File: config.mk
export PLATFORM = sky130hd
export DESIGN_NAME = div_sub
export DESIGN_NICKNAME = d
export VERILOG_FILES = /design/src/rtl/div_pkg.sv /design/src/rtl/div_step.sv /design/src/rtl/div_sub.sv
export SDC_FILE = /design/constraint.sdc
export NUM_CORES = 1
export LEC_CHECK = 0
export BUFFER_PORTS_ARGS = -buffer_cell sky130_fd_sc_hd__clkbuf_2
export CORE_ASPECT_RATIO = 2
export CORE_MARGIN = 2
export CORE_UTILIZATION = 52
export CTS_CLUSTER_DIAMETER = 30
export DETAILED_ROUTE_END_ITERATION = 16
export GPL_TIMING_DRIVEN = 0
export PLACE_DENSITY = 0.76
export SYNTH_ARGS = -nofsm -noshare
export SYNTH_HDL_FRONTEND = slang
export SYNTH_SLANG_ARGS = --single-unit
File: constraint.sdc
create_clock -name clk -period 2.5 [get_ports clk]
set_input_delay 0.125 -clock clk [delete_from_list [all_inputs] [get_ports clk]]
set_output_delay 0.125 -clock clk [all_outputs]
set_load 0.005 [all_outputs]
File: src/rtl/div_pkg.sv
// Shared types and constants for the div_sub sequential divider.
package div_pkg;

  localparam int DEFAULT_WIDTH = 16;

  // Wide enough for any practical WIDTH; callers truncate to their own width.
  localparam logic [63:0] ALL_ONES = '1;

  typedef enum logic [1:0] {
    IDLE = 2'd0,
    RUN  = 2'd1,
    DONE = 2'd2
  } state_e;

endpackage

File: src/rtl/div_step.sv
// Combinational trial subtraction: flags r >= d and returns r - d.
// r_hi extends r by one bit; it is set by the shift-subtract datapath.
module div_step
  import div_pkg::*;
#(
  parameter int WIDTH = DEFAULT_WIDTH
) (
  input  logic             r_hi,
  input  logic [WIDTH-1:0] r,
  input  logic [WIDTH-1:0] d,
  output logic             ge,
  output logic [WIDTH-1:0] diff
);

  assign ge = r_hi | (r >= d);

  // Whenever ge is set, the true difference fits in WIDTH bits, so the modular result is exact.
  assign diff = r - d;

endmodule

File: src/rtl/div_sub.sv
// Sequential unsigned divider with a start/busy/done handshake.
// Define DIV_FAST_EN for fixed-latency restoring division; the default is repeated subtraction.
module div_sub
  import div_pkg::*;
#(
  parameter int WIDTH = DEFAULT_WIDTH
) (
  input  logic             clk,
  input  logic             rst_n,
  input  logic             start,
  input  logic [WIDTH-1:0] dividend,
  input  logic [WIDTH-1:0] divisor,
  output logic             busy,
  output logic             done,
  output logic [WIDTH-1:0] quot,
  output logic [WIDTH-1:0] rem,
  output logic             div_zero
);

  state_e           state_q, state_d;
  logic [WIDTH-1:0] r_q, r_d;
  logic [WIDTH-1:0] d_q, d_d;
  logic [WIDTH-1:0] q_q, q_d;
  logic [WIDTH-1:0] quot_q, quot_d;
  logic [WIDTH-1:0] rem_q, rem_d;
  logic             div_zero_q, div_zero_d;

  logic             step_hi;
  logic [WIDTH-1:0] step_r;
  logic             step_ge;
  logic [WIDTH-1:0] step_diff;

`ifdef DIV_FAST_EN
  localparam int CW = $clog2(WIDTH + 1);
  logic [CW-1:0] cnt_q, cnt_d;

  // Partial remainder shifted left by one, taking the next dividend bit from the top of Q.
  assign step_hi = r_q[WIDTH-1];
  assign step_r  = {r_q[WIDTH-2:0], q_q[WIDTH-1]};
`else
  assign step_hi = 1'b0;
  assign step_r  = r_q;
`endif

  div_step #(.WIDTH(WIDTH)) u_step (
    .r_hi (step_hi),
    .r    (step_r),
    .d    (d_q),
    .ge   (step_ge),
    .diff (step_diff)
  );

  always_comb begin
    // NOTE: every target gets a hold value first so no path through the case can infer a latch.
    state_d    = state_q;
    r_d        = r_q;
    d_d        = d_q;
    q_d        = q_q;
    quot_d     = quot_q;
    rem_d      = rem_q;
    div_zero_d = div_zero_q;
`ifdef DIV_FAST_EN
    cnt_d      = cnt_q;
`endif

    case (state_q)
      IDLE: begin
        if (start) begin
          d_d = divisor;
`ifdef DIV_FAST_EN
          r_d   = '0;
          q_d   = dividend;
          cnt_d = '0;
`else
          r_d = dividend;
          q_d = '0;
`endif
          if (divisor == '0) begin
            quot_d     = WIDTH'(ALL_ONES);
            rem_d      = dividend;
            div_zero_d = 1'b1;
            state_d    = DONE;
          end else begin
            state_d = RUN;
          end
        end
      end

      RUN: begin
`ifdef DIV_FAST_EN
        if (cnt_q == CW'(WIDTH)) begin
          quot_d     = q_q;
          rem_d      = r_q;
          div_zero_d = 1'b0;
          state_d    = DONE;
        end else begin
          r_d   = step_ge ? step_diff : step_r;
          q_d   = {q_q[WIDTH-2:0], step_ge};
          cnt_d = cnt_q + 1'b1;
        end
`else
        if (step_ge) begin
          r_d = step_diff;
          q_d = q_q + 1'b1;
        end else begin
          quot_d     = q_q;
          rem_d      = r_q;
          div_zero_d = 1'b0;
          state_d    = DONE;
        end
`endif
      end

      DONE:    state_d = IDLE;
      default: state_d = IDLE;
    endcase
  end

  // NOTE: state registers use non-blocking assignments so every flop samples pre-edge values.
  always_ff @(posedge clk or negedge rst_n) begin
    if (!rst_n) begin
      state_q    <= IDLE;
      r_q        <= '0;
      d_q        <= '0;
      q_q        <= '0;
      quot_q     <= '0;
      rem_q      <= '0;
      div_zero_q <= 1'b0;
`ifdef DIV_FAST_EN
      cnt_q      <= '0;
`endif
    end else begin
      state_q    <= state_d;
      r_q        <= r_d;
      d_q        <= d_d;
      q_q        <= q_d;
      quot_q     <= quot_d;
      rem_q      <= rem_d;
      div_zero_q <= div_zero_d;
`ifdef DIV_FAST_EN
      cnt_q      <= cnt_d;
`endif
    end
  end

  assign busy     = (state_q == RUN) || (state_q == DONE);
  assign done     = (state_q == DONE);
  assign quot     = quot_q;
  assign rem      = rem_q;
  assign div_zero = div_zero_q;

endmodule

==> run summary <==
Status: complete, but fails checks
Critical Path Fanout Max: 3
Post-synth EDFFs: 0
Final core occ: 0.736
Hold Crit Start: divisor[7]
Endpoint type of the worst setup path: flip-flop
Power Density: 1680 mW/mm2
Mux contribution to synthesized area: 0.0656
Simple logic cell fraction of the synthesized area: 0.149
Nets: 698
Clk sink count: 83
DP Worst Slack: -474 ps
Clk slew on worst S/H paths: 70 ps
Final hold vios: 0
IO Count: 70
Buffers on Ports: 69
Yosys warnings: 0
Critical Path RT: 2730 ps
Fin crit period: 2700 ps
Fraction of layout cells with a size suffix above 1: 0.408
Via count of the routed design: 4958
Final HPWL DP: 11400 um
Post-synthesis compound-gate area fraction: 0.240
Finish-stage setup viols: 65
Worst-Skew Late Latency: 350 ps
Row count: 50
Setup ws final: -200 ps
Capture point of the worst reg-to-reg path: q_q[6]
Slowest stage cell on the critical path: or4_4
Post-synth ARST share: 1.00
Yosys top cell by area: dfrtp_1
Grt ovf: 0
Final WL: 17100 um
Setup repair after global routing missed its margin: yes
Die area: 0.0105 mm2
GRT Overall Usage: 0.321
Synth top area cells: dfrtp_1 (42%), o22ai_1 (6.0%), a21oi_1 (5.4%)
Number of CTS-inserted buffers: 9
Wire per inst: 22.7 um
Hold Path Stages: 2
Critical path class: reg2reg
Setup TNS: -9300 ps
Cell Chain, Critical Path: ha_4 > buf_8 > nand4_4 > or2_4 > or4_4 > buf_12 > a21oi_4 > mux2_4 > a22o_1
Overall power: 11.6 mW
Commonest non-fill, non-tap cell in the layout: dfrtp_1
Hold worst-path end: d_q[7]
Global-route wire length before repair: 25300 um
Syn avg cell area: 9.28 um2
Number of global-route vias before repair: 5006
Fillers: 690
Reg-to-reg startpoint: r_q[10]
Hold WC Path Type: in2reg
WP buf/inv: 2
Antenna violation net count after detailed routing: 0
Clk_skew: 8.14 ps
Fmax: 370 MHz
Starting Density: 0.532
Drt pass-1 iters: 5
CP Launch Type: flip-flop
Clock root cell: clkbuf_16
Cells after Synth: 538
Inserted Diodes: 0
Final period utilization: 1.08
Top_reg_cell synth: dfrtp_1
DRC violations left: 0
Leak pwr: 2.82 nW
VDD IR max: 1.05 mV
Post-Syn Area: 0.00499 mm2
Core ar.: 0.00938 mm2
CP Depth: 9
Failing checks: negative setup slack
Die width: 73.3 um
Synth-to-layout area growth: 38.4%
Yosys cell types: 66
Most frequent cells in the layout: dfrtp_1 (78), clkbuf_2 (75), a21oi_1 (39)
GPL Wtd Cong: 0.954
Register area share after synthesis: 0.416
CP max stage delay: 590 ps
Post-Synth Adder-Cell Area: 0.0541
CTS tree: built
Htree depth: 3
CP arrival: 2930 ps
Post-Synth XOR/XNOR Area: 0.0193
Max Slew Vio Count: 0
Worst setup path start: r_q[10]
Vias per inst: 6.60
Synth Register Bits: 83
Worst R2R Setup Slack: -200 ps
Slew @ Worst Pin: 794 ps
Largest net degree at the start of global routing: 49
MaxCap Viol Count: 0
Antenna violations before repair: 0
CP top delay family: simple AND/OR/NAND/NOR gates
Synth top area share: 0.416
Headroom to the max-slew limit: 0.471
Initial DRC count: 296
Worst-case reg-to-reg path depth: 9
Max Buffers Root-to-Sink: 2
Post-synthesis net count: 594
DIE HEIGHT: 143 um
Main combinational cell family by area after synthesis: compound AO/OA/AOI/OAI gates
-- cell families (layout without fill, tap and decap cells) --
kind of cell	after synthesis	after routing
buf+inv	59	168
mux	30	30
fa+ha+maj	21	21
xor+xnor	11	11
flops	83	83
compound gates	185	185
simple gates	149	149
-- cells in the mapped netlist, types with 5 or more instances --
cell	instances
clkbuf_1	17
nand2_1	34
nand3_1	17
nand4_1	5
o211ai_1	10
xnor2_1	7
a21oi_1	54
dfrtp_1	83
o21ai_0	19
a21o_1	7
buf_2	8
mux2_2	22
inv_1	25
and3_1	6
o22ai_1	48
nor4_1	6
ha_1	20
a31oi_1	9
nor2_1	47
nand2b_1	11
mux2i_1	8
-- how the worst max path moves through the flow --
stage / to / slack, ps
floorplan: q_q[6] / 6
finish: q_q[6] / -200
global placement: rem[5] / -430
global route: q_q[6] / -280
CTS: q_q[6] / -210
detailed placement: rem[5] / -470
-- metal layers --
metal	global-route usage	share of wire	up-vias
met1	0.326	0.33	2451
met3	0.0538	0.045	82
met2	0.578	0.56	223
met4	0.211	0.072	0
li1	-	-	2202
met5	0	0	-
-- cell type report --
type | instances | area [um2] | share of cell area
Inverter | 25 | 93.8 | 0.0136
Clock inverter | 7 | 98.8 | 0.0143
Timing Repair Buffer | 94 | 659 | 0.0954
Multi-Input combinational cell | 396 | 3360 | 0.487
Sequential cell | 83 | 2080 | 0.301
Buffer | 33 | 256 | 0.0371
Clock buffer | 9 | 225 | 0.0326
Tap cell | 104 | 130 | 0.0188
-- state kept, by name, indices dropped and copies added, names as in the netlist --
| signal | count |
|---|---|
| quot | 16 |
| state_q | 2 |
| div_zero | 1 |
| r_q | 16 |
| rem | 16 |
| q_q | 16 |
| d_q | 16 |
-- repair_timing --
action / CTS / global route
cloned: 2 / 4
setup buffers: 8 / 10
resized for setup: 76 / 85
setup endpoints to repair: 67 / 67
hold buffers: 1 / 0
hold endpoints to repair: 35 / 0
pin swaps: 39 / 59
-- per-stage QoR --
step	instances	hold WS, ps	area [um2]
3_5_place_dp	712	156	5580
4_1_cts	738	29.7	6340
5_1_grt	751	32.7	6910
6_report	751	25.7	6910
3_3_place_gp	711	375	5550
2_1_floorplan	538	-171	5080
-- power by group --
group,internal [mW],switching (mW)
Combinational,3.45,4.27
Clock,0.884,0.591
Sequential,1.83,0.549
No activity file was read; power rests on OpenSTA's default activity.
